==> config.mk <==
export PLATFORM = sky130hd
export DESIGN_NAME = logic_unit_pipe_flat
export DESIGN_NICKNAME = d
export VERILOG_FILES = /design/src/rtl/logic_unit_if.sv /design/src/rtl/logic_unit_pipe.sv /design/src/flat_wrapper.sv
export SDC_FILE = /design/constraint.sdc
export NUM_CORES = 1
export LEC_CHECK = 0
export ABC_AREA = 1
export ABC_CLOCK_PERIOD_IN_PS = 1500
export CELL_PAD_IN_SITES_DETAIL_PLACEMENT = 1
export CELL_PAD_IN_SITES_GLOBAL_PLACEMENT = 2
export CORE_MARGIN = 1
export CORE_UTILIZATION = 30
export DETAILED_ROUTE_END_ITERATION = 8
export PLACE_DENSITY = 0.88
export SETUP_SLACK_MARGIN = 0.2
export SLEW_MARGIN = 20
export SYNTH_ARGS = -nofsm -noshare
export SYNTH_HDL_FRONTEND = slang
export SYNTH_SLANG_ARGS = --single-unit
==> constraint.sdc <==
create_clock -name clk -period 1.5 [get_ports clk]
set_input_delay 0.375 -clock clk [delete_from_list [all_inputs] [get_ports clk]]
set_output_delay 0.375 -clock clk [all_outputs]
set_load 0.05 [all_outputs]
==> src/rtl/logic_unit_if.sv <==
// Operand/result bus of the pipelined logic unit.
//   in_valid/in_ready   : operand handshake (transfer when both high)
//   in_a/in_b/in_op     : operands and op code (0 AND .. 7 PASS)
//   out_valid/out_ready : result handshake (transfer when both high)
//   out_y/out_op        : result and the op code that produced it
//   out_zero/out_parity : result == 0, XOR-reduction of result
// master = operand issuer / result consumer, slave = the logic unit.
interface logic_unit_if #(
  parameter int WIDTH = 8
);
  logic             in_valid;
  logic             in_ready;
  logic [WIDTH-1:0] in_a;
  logic [WIDTH-1:0] in_b;
  logic [2:0]       in_op;
  logic             out_valid;
  logic             out_ready;
  logic [WIDTH-1:0] out_y;
  logic [2:0]       out_op;
  logic             out_zero;
  logic             out_parity;

  modport master (
    output in_valid, in_a, in_b, in_op, out_ready,
    input  in_ready, out_valid, out_y, out_op, out_zero, out_parity
  );

  modport slave (
    input  in_valid, in_a, in_b, in_op, out_ready,
    output in_ready, out_valid, out_y, out_op, out_zero, out_parity
  );
endinterface

==> src/rtl/logic_unit_pipe.sv <==
// Pipelined bitwise logic unit (AND, OR, NOT, NAND, NOR, XOR, XNOR, PASS).
// The result and its zero/parity flags are computed once from the operands and
// carried through STAGES register stages under valid/ready flow control.
// Outputs come straight from the last stage registers.
//   clk      : clock, all state on the rising edge
//   rst      : asynchronous active-high reset, clears every stage and the counter
//   bus      : logic_unit_if slave (operand side in_*, result side out_*)
//   op_count : number of output handshakes since reset, wraps at 2^CNT_W
module logic_unit_pipe #(
  parameter int WIDTH  = 8,
  parameter int STAGES = 2,
  parameter int CNT_W  = 16
) (
  input  logic             clk,
  input  logic             rst,
  logic_unit_if.slave      bus,
  output logic [CNT_W-1:0] op_count
);

  if (STAGES < 1 || STAGES > 4 || WIDTH < 1) begin : g_bad_params
    $error("logic_unit_pipe: STAGES must be 1..4 and WIDTH >= 1");
  end

  typedef enum logic [2:0] {
    OP_AND  = 3'd0,
    OP_OR   = 3'd1,
    OP_NOT  = 3'd2,
    OP_NAND = 3'd3,
    OP_NOR  = 3'd4,
    OP_XOR  = 3'd5,
    OP_XNOR = 3'd6,
    OP_PASS = 3'd7
  } op_e;

  typedef struct packed {
    logic [WIDTH-1:0] y;
    logic [2:0]       op;
    logic             zero;
    logic             parity;
  } stage_t;

  stage_t            in_res;
  stage_t            stg_q [STAGES];
  logic [STAGES-1:0] vld_q;
  logic [STAGES-1:0] rdy;

  // Result and flags are formed here only; later stages just move them.
  always_comb begin
    // NOTE: default every combinational output first so no path leaves it unassigned (no latch).
    in_res = '0;
    case (op_e'(bus.in_op))
      OP_AND:  in_res.y = bus.in_a & bus.in_b;
      OP_OR:   in_res.y = bus.in_a | bus.in_b;
      OP_NOT:  in_res.y = ~bus.in_a;
      OP_NAND: in_res.y = ~(bus.in_a & bus.in_b);
      OP_NOR:  in_res.y = ~(bus.in_a | bus.in_b);
      OP_XOR:  in_res.y = bus.in_a ^ bus.in_b;
      OP_XNOR: in_res.y = ~(bus.in_a ^ bus.in_b);
      OP_PASS: in_res.y = bus.in_a;
      default: in_res.y = '0;
    endcase
    in_res.op     = bus.in_op;
    in_res.zero   = ~|in_res.y;
    in_res.parity = ^in_res.y;
  end

  // Stage k may advance when it is empty or some stage below it (or the
  // consumer) can move: the unrolled form of ready_k = ~valid_k | ready_k+1,
  // written per stage so the chain has no self-referencing vector.
  for (genvar k = 0; k < STAGES; k++) begin : g_rdy
    assign rdy[k] = bus.out_ready | ~(&vld_q[STAGES-1:k]);
  end

  always_ff @(posedge clk or posedge rst) begin
    if (rst) begin
      // NOTE: the stage registers are reset too, so out_y/out_op/flags read 0 until the first result.
      vld_q <= '0;
      for (int k = 0; k < STAGES; k++) stg_q[k] <= '0;
    end else begin
      // NOTE: non-blocking updates let every stage sample its upstream's old value on the same edge.
      if (rdy[0]) begin
        vld_q[0] <= bus.in_valid;
        stg_q[0] <= in_res;
      end
      for (int k = 1; k < STAGES; k++) begin
        if (rdy[k]) begin
          vld_q[k] <= vld_q[k-1];
          stg_q[k] <= stg_q[k-1];
        end
      end
    end
  end

  always_ff @(posedge clk or posedge rst) begin
    if (rst) begin
      op_count <= '0;
    end else if (bus.out_valid && bus.out_ready) begin
      op_count <= op_count + 1'b1;
    end
  end

  assign bus.in_ready   = rdy[0];
  assign bus.out_valid  = vld_q[STAGES-1];
  assign bus.out_y      = stg_q[STAGES-1].y;
  assign bus.out_op     = stg_q[STAGES-1].op;
  assign bus.out_zero   = stg_q[STAGES-1].zero;
  assign bus.out_parity = stg_q[STAGES-1].parity;

endmodule
==> src/flat_wrapper.sv <==
// flat-port wrapper written by rule: the top's interface ports become plain ports
module logic_unit_pipe_flat 
#(
  parameter int WIDTH  = 8,
  parameter int STAGES = 2,
  parameter int CNT_W  = 16
)
  (clk, rst, op_count, bus_in_valid, bus_in_a, bus_in_b, bus_in_op, bus_out_ready, bus_in_ready, bus_out_valid, bus_out_y, bus_out_op, bus_out_zero, bus_out_parity);
  logic_unit_if #(.WIDTH(WIDTH)) bus_i ();
  input  logic clk;
  input  logic rst;
  output logic [CNT_W-1:0] op_count;
  input wire logic [$bits(bus_i.in_valid)-1:0] bus_in_valid;
  input wire logic [$bits(bus_i.in_a)-1:0] bus_in_a;
  input wire logic [$bits(bus_i.in_b)-1:0] bus_in_b;
  input wire logic [$bits(bus_i.in_op)-1:0] bus_in_op;
  input wire logic [$bits(bus_i.out_ready)-1:0] bus_out_ready;
  output wire logic [$bits(bus_i.in_ready)-1:0] bus_in_ready;
  output wire logic [$bits(bus_i.out_valid)-1:0] bus_out_valid;
  output wire logic [$bits(bus_i.out_y)-1:0] bus_out_y;
  output wire logic [$bits(bus_i.out_op)-1:0] bus_out_op;
  output wire logic [$bits(bus_i.out_zero)-1:0] bus_out_zero;
  output wire logic [$bits(bus_i.out_parity)-1:0] bus_out_parity;
  assign bus_i.in_valid = bus_in_valid;
  assign bus_i.in_a = bus_in_a;
  assign bus_i.in_b = bus_in_b;
  assign bus_i.in_op = bus_in_op;
  assign bus_i.out_ready = bus_out_ready;
  assign bus_in_ready = bus_i.in_ready;
  assign bus_out_valid = bus_i.out_valid;
  assign bus_out_y = bus_i.out_y;
  assign bus_out_op = bus_i.out_op;
  assign bus_out_zero = bus_i.out_zero;
  assign bus_out_parity = bus_i.out_parity;
  logic_unit_pipe #(.WIDTH(WIDTH), .STAGES(STAGES), .CNT_W(CNT_W)) u_core (.clk(clk), .rst(rst), .bus(bus_i), .op_count(op_count));
endmodule
### Word-level counts from Yosys, hierarchy flattened

Cells that the tools add are included.

* register bits after elaboration: 44
* input bits: 23
* output and inout bits: 31

* add/sub/neg operators: 1
* eq/ne operators: 7
* muxes and demuxes: 1
* bitwise logic cells: 11
* reduce and logical (&&, ||, !) cells: 6

Operators by type and width (number)
* one-hot mux 8 bit (8 select lines): 1
* inverter 8 bit: 4
* adder 16 x 1 -> 16 bit, second input constant: 1
* equality test 3 bit, second input constant: 4
* AND 8 bit: 1
* OR 8 bit: 1
* OR reduction 8 bit: 1
* parity 8 bit: 1
* bitwise XOR 8 bit: 1
* equality test 3 x 2 -> 1 bit, second input constant: 2
* equality test 3 x 1 -> 1 bit, second input constant: 1
* logical NOT 3 bit: 1
* inverter 1 bit: 2
* OR 1 bit: 2
* AND reduction 2 bit: 1
* logical AND 1 bit: 1
* logical NOT 1 bit: 1

### Longest topological paths before layout

Gate-level depths: netlist of the first run.

* depth after elaboration: 5
* mapped depth: 12

### Least setup slack after synthesis of the first run

Ideal clock, no wire load.

* path type: in2reg
* start point: input bus_in_op[2]
* end point: register u_core.stg_q[13] (netlist name)
* data arrival time: 1.753 ns
* data required time: 1.373 ns
* setup slack: -0.380 ns
* stages: 11
* path buffers: 1
* path through: buf_4 > nor2_4 > nand2_2 > nand2_1 > nor2_1 > nand2_1 > nand2_1 > ha_1 > xnor2_1 > xnor2_1 > o21ai_0

* cells in the longest elaborated chain, start to end: 3

Ends and longest elaborated chain
* start, declared: line flat_wrapper.sv:16 `input wire logic [$bits(bus_i.in_op)-1:0] bus_in_op;`
* equality test 3 bit (tied with other cells): line logic_unit_pipe.sv:51 `case (op_e'(bus.in_op))`
* one-hot mux 8 bit (8 select lines) *: line logic_unit_pipe.sv:51
* parity 8 bit *: line logic_unit_pipe.sv:64 `in_res.parity = ^in_res.y;`
* end signal, assigned by index: line logic_unit_pipe.sv:88 `stg_q[k] <= stg_q[k-1];`
* end, declared: line logic_unit_pipe.sv:43 `stage_t stg_q [STAGES];`

Every way passes the cells marked *; elsewhere a longest branch is shown, timed or not.
A chain may end at the register's enable or synchronous reset.

### Final worst setup path of the first run

* start point: input bus_in_op[0]
* end point: register u_core.stg_q[13] (netlist name)

Same word-level chain as after synthesis.

==> reports/summary.txt, run 1 <==
R2r setup slk: 150 ps
Worst slew margin: 81.6%
Layout fillers: 1176
Row count: 37
Vias/cell: 4.78
Final count of pins violating max slew: 0
Instance count of the mapped netlist: 428
Fin area: 5980 µm²
Path depth of the worst reg2reg path: 6
Asr flop ratio synth: 100%
Most used flip-flop cell after synthesis: sky130_fd_sc_hd__dfrtp_1
Worst path arrival time: 2060 ps
Residual overflow from global routing: 0
Worst R2R Start: u_core.op_count[3]
Worst setup timing slack at the placement stage: -1110 ps
Worst-margin pin slew: 275 ps
WL per Instance: 16.8 µm
Pre-Repair DR Iteration Count: 4
Reg2reg end: u_core.op_count[7]
Clock edge transition at the registers on the reported setup and hold paths: 80 ps
WHS: 345 ps
Largest net degree at the start of global routing: 32
Violated checks: negative setup slack
Initial DRC Count: 84
First-pass GRT wire length: 19.0 mm
Mean instance size in the synthesized netlist: 7.41 µm²
Placeable core area: 10300 µm²
Fraction of layout instances using a drive strength above 1: 58.8%
Share of the yosys chip area belonging to registers: 34.7%
Number of H-tree branching levels: 2
Path class of the lowest-slack min-delay path: input port to asynchronous set/reset pin
Count of vias placed by the detailed router: 3530
Total length of routed wires: 12.4 mm
PortBufs: 53
Endpoint kind of the worst setup timing path: register
Achievable Freq: 533 MHz
Width of the die: 105 µm
Data required time at the worst endpoint: 1680 ps
Setup repair after global routing missed its margin: yes
Leakage: 0.00294 µW
Number of enable-type register cells in the synthesized netlist: 0
Clock network latency to the later pin of the worst-skew pair: 300 ps
Routability cong.: 0.839
Critical path peak fanout: 6
Number of diodes: 0
Post-detail-place hpwl: 7.25 mm
Initial cell density of the core: 30.8%
Number of antenna violations at the first check in global routing: 0
Outcome: finished with violations
CTS tree: done
Post-route clock skew: 6.69 ps
Count of state elements after synthesis: 44
Clock Sink Count: 44
Final nets: 645
Global router's overall resource usage: 21.8%
Area delta synth->final: 88.7%
Yosys warnings: 0
Number of endpoints failing setup at the final stage: 8
Antenna violation net count after detailed routing: 0
Number of buffers inserted for hold repair after clock tree synthesis: 0
Type of the setup path with the least slack: input port to register
Max-cap check violation count: 0
Number of global-route vias before repair: 3846
Power density of the placed cells: 1010 nW/µm²
Full die area: 11000 µm²
Hold violation count in the final report: 0
Total Power: 6020 µW
Area after detailed placement: 4700 µm²
Post-synth cell types: 29
Smallest setup slack after layout: -375 ps
Share of the clock period used by the worst path: 125%
Critical Path Source Type: input port
Period minus WS final: 1870 ps
Net count of the mapped netlist: 472
Root buffer cell: sky130_fd_sc_hd__clkbuf_8
Drt drc: 0
Clock buffers created by TritonCTS: 5
CTS max path bufs: 2
Post-synth design cell area: 3170 µm²
Die Height: 105 µm
VDD IR max: 1.02 mV
I/O pins: 54
worst max-delay path: stages:
cell and delay, ps:
sky130_fd_sc_hd__buf_8 100, sky130_fd_sc_hd__buf_12 130, sky130_fd_sc_hd__nor2_8 140, sky130_fd_sc_hd__clkbuf_16 180
sky130_fd_sc_hd__nand3_2 70, sky130_fd_sc_hd__nand2_1 90, sky130_fd_sc_hd__nor2_1 50, sky130_fd_sc_hd__nand2_1 130
sky130_fd_sc_hd__nand2_2 110, sky130_fd_sc_hd__ha_4 310, sky130_fd_sc_hd__xnor2_4 120, sky130_fd_sc_hd__xnor2_2 150
sky130_fd_sc_hd__o21ai_1 90
cells by family after synthesis:
logic type | share of synthesized area, %
AND/OR/NAND/NOR | 39.7
buffers and inverters | 12.2
flip-flops | 34.7
adder cells (fa/ha/maj) | 8.29
XOR/XNOR | 3.87
AO/OA/AOI/OAI | 1.26
flip-flops by register name, indices dropped and copies added (netlist names):
signal / count
u_core.bus.out_parity: 1
u_core.vld_q: 2
u_core.bus.out_y: 8
u_core.bus.out_op: 3
u_core.op_count: 16
u_core.stg_q: 13
u_core.bus.out_zero: 1
routing by layer:
metal	up-vias	track usage [%]	wire length (µm)
met5	-	0	0
met4	0	8.35	428
met3	37	2.18	315
met2	91	44.7	7190
met1	1730	22.2	4490
li1	1672	-	-
per-stage QoR:
step,utilization (%),std cells,setup TNS (ps)
after floorplan,-,428,-283
after global placement,45.7,668,-11510
after detailed placement,45.7,668,-13130
after CTS,54.7,724,-596
after global routing,58.2,738,-1400
final,58.2,738,-1040
repair_timing:
item / CTS / global route
gates resized for setup: 201 / 65
pin swaps: 81 / 42
cloned: 3 / 0
endpoints found under the setup margin: 45 / 42
setup buffers: 45 / 14
placed cells by master, fill, tap and decap left out, types with 3 or more instances in the layout:
cell type / netlist / layout
sky130_fd_sc_hd__buf_6: 2 / 42
sky130_fd_sc_hd__dfrtp_2: 0 / 17
sky130_fd_sc_hd__ha_2: 0 / 3
sky130_fd_sc_hd__nand2_8: 1 / 3
sky130_fd_sc_hd__nand2_1: 156 / 127
sky130_fd_sc_hd__nor2_4: 4 / 10
sky130_fd_sc_hd__dfrtp_1: 44 / 27
sky130_fd_sc_hd__nand3_1: 27 / 12
sky130_fd_sc_hd__ha_1: 21 / 4
sky130_fd_sc_hd__nand2_2: 3 / 26
sky130_fd_sc_hd__clkbuf_8: 0 / 5
sky130_fd_sc_hd__inv_4: 1 / 5
sky130_fd_sc_hd__nand3_4: 0 / 3
sky130_fd_sc_hd__o21ai_1: 0 / 5
sky130_fd_sc_hd__buf_8: 0 / 5
sky130_fd_sc_hd__inv_2: 5 / 27
sky130_fd_sc_hd__buf_2: 5 / 12
sky130_fd_sc_hd__nand2_4: 1 / 5
sky130_fd_sc_hd__nand3b_1: 6 / 6
sky130_fd_sc_hd__buf_12: 1 / 39
sky130_fd_sc_hd__nand4_1: 19 / 19
sky130_fd_sc_hd__xor2_1: 5 / 5
sky130_fd_sc_hd__nor2_2: 1 / 13
sky130_fd_sc_hd__nand3_2: 11 / 23
sky130_fd_sc_hd__inv_1: 49 / 21
sky130_fd_sc_hd__clkinvlp_4: 0 / 3
sky130_fd_sc_hd__buf_4: 13 / 83
sky130_fd_sc_hd__nor2_1: 28 / 10
sky130_fd_sc_hd__ha_4: 0 / 14
sky130_fd_sc_hd__xnor2_1: 9 / 5
power breakdown:
| group | total (µW) | internal [µW] | switching, µW |
|---|---|---|---|
| Clock | 904 | 495 | 410 |
| Sequential | 1730 | 1420 | 308 |
| Combinational | 3380 | 1740 | 1640 |
how the worst max path moves through the flow:
| stage | startpoint | end | cells past startpoint |
|---|---|---|---|
| final | bus_in_op[0] | u_core.stg_q[13] | 13 |
| after global routing | bus_in_op[0] | u_core.stg_q[13] | 13 |
| after CTS | bus_in_op[0] | u_core.stg_q[13] | 13 |
| after detailed placement | bus_in_op[1] | u_core.stg_q[13] | 12 |
| after global placement | bus_in_op[1] | u_core.stg_q[13] | 12 |
| after floorplan | bus_in_op[0] | u_core.stg_q[13] | 12 |
cells in the mapped netlist, types with 2 or more instances:
cell type	number	area share (%)
sky130_fd_sc_hd__buf_2	5	0.79
sky130_fd_sc_hd__buf_4	13	3.1
sky130_fd_sc_hd__buf_6	2	0.71
sky130_fd_sc_hd__clkbuf_1	2	0.24
sky130_fd_sc_hd__dfrtp_1	44	35
sky130_fd_sc_hd__ha_1	21	8.3
sky130_fd_sc_hd__inv_1	49	5.8
sky130_fd_sc_hd__inv_2	5	0.59
sky130_fd_sc_hd__nand2_1	156	18
sky130_fd_sc_hd__nand2_2	3	0.59
sky130_fd_sc_hd__nand3_1	27	4.3
sky130_fd_sc_hd__nand3_2	11	3.5
sky130_fd_sc_hd__nand3b_1	6	1.4
sky130_fd_sc_hd__nand4_1	19	3.7
sky130_fd_sc_hd__nor2_1	28	3.3
sky130_fd_sc_hd__nor2_4	4	1.4
sky130_fd_sc_hd__nor2_8	2	1.3
sky130_fd_sc_hd__o21ai_0	7	1.1
sky130_fd_sc_hd__or2_2	2	0.39
sky130_fd_sc_hd__xnor2_1	9	2.5
sky130_fd_sc_hd__xor2_1	5	1.4
final cells by class:
class	instances	area, µm²	area share [%]
clock inverter	2	35.0	0.586
inverter	56	238	3.97
timing repair buffer	188	2120	35.5
timing repair inverter	1	7.51	0.125
multi-input combinational	305	2220	37.0
sequential	44	1120	18.8
tap	136	170	2.84
clock buffer	6	72.6	1.21
Power figures use the tool's default switching activity.
==> inputs of run 2 (changes only) <==
ABC_AREA = 0   (was 1)
CORE_MARGIN = 5   (was 1)
CORE_UTILIZATION = 33   (was 30)
PLACE_DENSITY = 0.89   (was 0.88)
==> reports/summary.txt, run 2 <==
Achievable Freq: 488 MHz
Type of the setup path with the least slack: input port to register
Setup repair after global routing missed its margin: yes
Smallest setup slack after layout: -547 ps
Number of global-route vias before repair: 3067
Clock Sink Count: 44
Share of the yosys chip area belonging to registers: 38.5%
Width of the die: 103 µm
Pre-Repair DR Iteration Count: 4
WL per Instance: 19.9 µm
Full die area: 10600 µm²
Clock buffers created by TritonCTS: 5
Worst R2R Start: u_core.vld_q[1]
Clock edge transition at the registers on the reported setup and hold paths: 80 ps
Number of antenna violations at the first check in global routing: 0
Data required time at the worst endpoint: 1680 ps
Post-route clock skew: 7.94 ps
Commonest non-fill, non-tap cell in the layout: sky130_fd_sc_hd__buf_4
Number of buffers inserted for hold repair after clock tree synthesis: 0
R2r setup slk: -50 ps
Post-synth cell types: 46
Max-cap check violation count: 0
Root buffer cell: sky130_fd_sc_hd__clkbuf_8
Top post-synthesis cells by area: sky130_fd_sc_hd__dfrtp_1 38%, sky130_fd_sc_hd__ha_1 9.2%, sky130_fd_sc_hd__mux2_2 7.5%
Final nets: 495
Number of enable-type register cells in the synthesized netlist: 0
Worst path arrival time: 2230 ps
Cell Count Post-Placement: 501
Residual overflow from global routing: 0
Asr flop ratio synth: 100%
Row count: 34
Vias/cell: 5.05
Violated checks: negative setup slack
Yosys warnings: 0
Number of endpoints failing setup at the final stage: 7
Number of H-tree branching levels: 2
Critical path's slowest cell: sky130_fd_sc_hd__ha_1
Most used flip-flop cell after synthesis: sky130_fd_sc_hd__dfrtp_1
Global router's overall resource usage: 18.1%
Largest net degree at the start of global routing: 45
Total length of routed wires: 11.2 mm
Mean instance size in the synthesized netlist: 9.83 µm²
Critical path peak fanout: 14
Cell taking the most area after synthesis: sky130_fd_sc_hd__dfrtp_1
Worst-margin pin slew: 333 ps
Critical Path Source Type: input port
Final Core Density: 64.8%
Flip-flop count of the largest register, all copies and words added: 16
Hold violation count in the final report: 0
Count of vias placed by the detailed router: 2830
Share of the clock period used by the worst path: 136%
Top cell type's share of synthesized area: 38.5%
Cell with the most instances after synthesis: sky130_fd_sc_hd__dfrtp_1
CP cell instances: clkbuf_4 -> bufbuf_16 -> nor3b_4 -> buf_4 -> nand2_1 -> nand2_1 -> nor2_1 -> ha_1 -> xnor2_2 -> xnor2_2 -> o21ai_2
Buffers and inverters on the worst path: 3
Area delta synth->final: 94.6%
Fraction of layout instances using a drive strength above 1: 67.7%
Number of diodes: 0
VDD IR max: 0.441 mV
Period minus WS final: 2050 ps
Antenna violation net count after detailed routing: 0
Path depth of the worst reg2reg path: 7
Crit path max-delay family: buffers and inverters
Drt drc: 0
Instance count of the mapped netlist: 291
CTS max path bufs: 2
Outcome: finished with violations
Post-detail-place hpwl: 5.94 mm
First-pass GRT wire length: 14.9 mm
Post-synth design cell area: 2860 µm²
Count of state elements after synthesis: 44
Non-filler cells, final: 560
Fin area: 5570 µm²
Critical path's largest stage delay: 330 ps
Most used standard cells in the synthesized netlist: 44 x sky130_fd_sc_hd__dfrtp_1, 27 x sky130_fd_sc_hd__nand2_1, 21 x sky130_fd_sc_hd__ha_1, 21 x sky130_fd_sc_hd__inv_1, 19 x sky130_fd_sc_hd__mux2_2
PortBufs: 53
Placeable core area: 8590 µm²
I/O pins: 54
Worst slew margin: 77.7%
Clock network latency to the later pin of the worst-skew pair: 290 ps
Area after detailed placement: 4470 µm²
Initial cell density of the core: 33.3%
Net count of the mapped netlist: 335
Path class of the lowest-slack min-delay path: input port to asynchronous set/reset pin
Endpoint kind of the worst setup timing path: register
Reg2reg end: u_core.stg_q[20]
Register containing the most flip-flops in the final layout: u_core.op_count
Final count of pins violating max slew: 0
Most frequent cells in the layout: 91 x sky130_fd_sc_hd__buf_4, 36 x sky130_fd_sc_hd__buf_12, 32 x sky130_fd_sc_hd__buf_6
Routability cong.: 0.759
Die Height: 103 µm
Power density of the placed cells: 1040 nW/µm²
CTS tree: done
Initial DRC Count: 78
Leakage: 0.00260 µW
run 2: how the worst max path moves through the flow:
stage / start / endpoint / cells after the start
2_1_floorplan: bus_in_a[0] / u_core.stg_q[13] / 9
3_3_place_gp: bus_in_a[0] / u_core.stg_q[13] / 10
3_5_place_dp: bus_in_a[0] / u_core.stg_q[13] / 10
4_1_cts: bus_in_b[0] / u_core.stg_q[13] / 10
5_1_grt: bus_in_op[0] / u_core.stg_q[13] / 11
6_report: bus_in_op[0] / u_core.stg_q[13] / 11
run 2: per-stage QoR:
| stage | hold slack (ps) | TNS, ps | power (µW) | setup slack, ps |
|---|---|---|---|---|
| floorplan | 379 | -1900 | 3010 | -596 |
| global placement | 461 | -14640 | 4080 | -1320 |
| detailed placement | 473 | -16950 | 4180 | -1390 |
| CTS | 481 | -1140 | 5490 | -440 |
| global route | 497 | -2080 | 6060 | -596 |
| finish | 479 | -1740 | 5810 | -547 |
run 2: cell type report:
type                       instances  area, µm²
clock inverter                     1       30.0
multi-input combinational        199       2050
sequential                        44       1120
tap                              108        135
fill                             862       3030
inverter                          22        118
clock buffer                       7       96.3
timing repair buffer             179       2020
run 2: cell families (layout without fill, tap and decap cells):
logic type,count (synthesis),after routing,share of synthesized area (%)
fa+ha+maj,21,21,9.19
xor+xnor,18,18,5.51
mux,33,33,13.2
compound gates,42,42,10.5
buf+inv,48,209,8.62
simple gates,85,85,14.6
flops,44,44,38.5
run 2: repair_timing:
item / CTS / global route
cloned: 2 / 1
resized for setup: 153 / 54
setup endpoints to repair: 50 / 51
buffers inserted: 30 / 18
pin swaps: 42 / 22
run 2: per-layer routing:
layer  share of wire (%)  GRT usage (%)
met3                 3.0           2.50
met4                 3.4           7.67
met5                   0              0
met2                  58           36.1
met1                  35           18.5
run 2: worst reg2reg max path, stage by stage, from the launching register on:
cell and delay (ps):
sky130_fd_sc_hd__dfrtp_2 420, sky130_fd_sc_hd__nor2b_4 140, sky130_fd_sc_hd__and2_4 180, sky130_fd_sc_hd__buf_6 110, sky130_fd_sc_hd__buf_6 120, sky130_fd_sc_hd__buf_6 120
sky130_fd_sc_hd__buf_12 130, sky130_fd_sc_hd__o31ai_2 240
run 2: power breakdown:
part	switching, µW	total [µW]	internal (µW)
Clock	400	988	588
Combinational	1440	3140	1700
Sequential	258	1680	1420
==> inputs of run 3 (changes only) <==
ABC_AREA = 1   (was 0)
CORE_UTILIZATION = 30   (was 33)
PLACE_DENSITY = 0.88   (was 0.89)
==> reports/summary.txt, run 3 (synthesis gave the netlist of run 1 again) <==
Outcome: finished with violations
Violated checks: negative setup slack
Endpoint kind of the worst setup timing path: register
Source of the worst hold timing path: u_core.stg_q[19]
Commonest non-fill, non-tap cell in the layout: sky130_fd_sc_hd__nand2_1
WL per Instance: 18.2 µm
Total length of routed wires: 13.5 mm
Number of antenna violations at the first check in global routing: 0
CTS max path bufs: 2
Post-detail-place hpwl: 7.42 mm
Number of H-tree branching levels: 2
Smallest setup slack after layout: -344 ps
Number of buffers inserted for hold repair after clock tree synthesis: 0
Initial cell density of the core: 30.7%
Achievable Freq: 542 MHz
Internal Power: 3610 µW
Fraction of layout instances using a drive strength above 1: 60.0%
Path depth of the worst reg2reg path: 8
Die Height: 113 µm
Power density of the placed cells: 1010 nW/µm²
Critical path peak fanout: 5
Reg power frac: 29.2%
Sw Share: 40.0%
Drt drc: 0
Worst slew margin: 80.8%
Worst-margin pin slew: 289 ps
Reg2reg end: u_core.op_count[14]
WHS: 475 ps
Worst path arrival time: 2040 ps
Global router's overall resource usage: 18.0%
Vias/cell: 4.86
Worst R2R Start: u_core.op_count[1]
Final nets: 650
Type of the setup path with the least slack: input port to register
Hold violation count in the final report: 0
Share of the clock period used by the worst path: 123%
Critical Path Source Type: input port
Power dissipated by switching net loads: 2410 µW
Number of endpoints failing setup at the final stage: 9
Row count: 37
Width of the die: 113 µm
First-pass GRT wire length: 18.8 mm
Clock buffers created by TritonCTS: 5
Period minus WS final: 1840 ps
Register containing the most flip-flops in the final layout: u_core.op_count
PortBufs: 53
Share of total power in combinational logic: 55.4%
Data required time at the worst endpoint: 1690 ps
Full die area: 12700 µm²
Area delta synth->final: 88.2%
Final count of pins violating max slew: 0
Setup repair after global routing missed its margin: yes
Number of diodes: 0
Hold worst-path end: u_core.stg_q[19]
Area after detailed placement: 4660 µm²
Initial DRC Count: 126
Pre-Repair DR Iteration Count: 4
VDD IR max: 0.871 mV
I/O pins: 54
Leakage: 0.00296 µW
Number of stages on the worst hold path: 2
Routability cong.: 0.816
Root buffer cell: sky130_fd_sc_hd__clkbuf_8
CTS tree: done
Fin area: 5970 µm²
Max-cap check violation count: 0
Clock edge transition at the registers on the reported setup and hold paths: 90 ps
Clk network pwr share: 15.5%
Clock network latency to the later pin of the worst-skew pair: 300 ps
Path class of the lowest-slack min-delay path: register to register
Residual overflow from global routing: 0
Number of global-route vias before repair: 3805
Antenna violation net count after detailed routing: 0
Placeable core area: 10300 µm²
Most frequent cells in the layout: 117 x sky130_fd_sc_hd__nand2_1, 92 x sky130_fd_sc_hd__buf_4, 37 x sky130_fd_sc_hd__nand2_2, 37 x sky130_fd_sc_hd__buf_12, 36 x sky130_fd_sc_hd__buf_6
Flip-flop count of the largest register, all copies and words added: 16
Post-route clock skew: 12.0 ps
Count of vias placed by the detailed router: 3608
Largest net degree at the start of global routing: 45
R2r setup slk: -20 ps
Clock Sink Count: 44
run 3: critical path, stage by stage:
cell and delay, ps:
sky130_fd_sc_hd__buf_6 100, sky130_fd_sc_hd__buf_8 130, sky130_fd_sc_hd__nor2_8 130, sky130_fd_sc_hd__buf_6 130
sky130_fd_sc_hd__buf_16 110, sky130_fd_sc_hd__nand3_1 70, sky130_fd_sc_hd__nand2_1 100, sky130_fd_sc_hd__nor2_1 50
sky130_fd_sc_hd__nand2_2 90, sky130_fd_sc_hd__nand2_2 70, sky130_fd_sc_hd__ha_4 260, sky130_fd_sc_hd__xnor2_4 190
sky130_fd_sc_hd__xnor2_2 140, sky130_fd_sc_hd__o21ai_1 80
run 3: layout make-up:
class                      count  area [µm²]
inverter                      56         244
tap                          136         170
timing repair buffer         192        2100
clock buffer                   6        72.6
timing repair inverter         2        18.8
clock inverter                 2        35.0
fill                        1203        4360
multi-input combinational    305        2200
sequential                    44        1120
run 3: worst max-delay path by stage:
stage	from	to	slack, ps
after floorplan	bus_in_op[0]	u_core.stg_q[13]	-280
after global placement	bus_in_op[1]	u_core.stg_q[13]	-1080
after detailed placement	bus_in_op[1]	u_core.stg_q[13]	-1180
after CTS	bus_in_op[0]	u_core.stg_q[13]	-270
after global routing	bus_in_op[2]	u_core.stg_q[13]	-440
final	bus_in_op[0]	u_core.stg_q[13]	-340
run 3: layer usage:
metal / up-vias / global-route usage [%] / wire, µm
li1: 1691 / - / -
met1: 1772 / 19.1 / 4930
met2: 112 / 36.3 / 7810
met3: 33 / 2.14 / 448
met4: 0 / 5.45 / 358
met5: - / 0 / 0
run 3: power groups by stage:
stage / Clock (µW) / Combinational [µW] / Sequential, µW
after global routing: 988 / 3510 / 1780
after CTS: 922 / 2810 / 1740
after global placement: 0 / 2260 / 1750
after detailed placement: 0 / 2350 / 1780
final: 931 / 3330 / 1760
after floorplan: 0 / 981 / 1980
run 3: through the flow:
stage	setup WS [ps]	std cells	util, %	setup TNS [ps]	total power (µW)
after floorplan	-283	428	-	-283	2960
final	-344	743	57.8	-1430	6020
after global routing	-444	743	57.8	-2200	6280
after detailed placement	-1180	666	45.1	-13300	4120
after CTS	-269	715	52.6	-849	5470
after global placement	-1080	666	45.1	-11710	4010
run 3: timing repair:
| item | in CTS | in global routing |
|---|---|---|
| setup buffers | 38 | 25 |
| gates cloned | 3 | 3 |
| pin swaps | 53 | 72 |
| gates resized for setup | 140 | 115 |
| endpoints found under the setup margin | 49 | 51 |
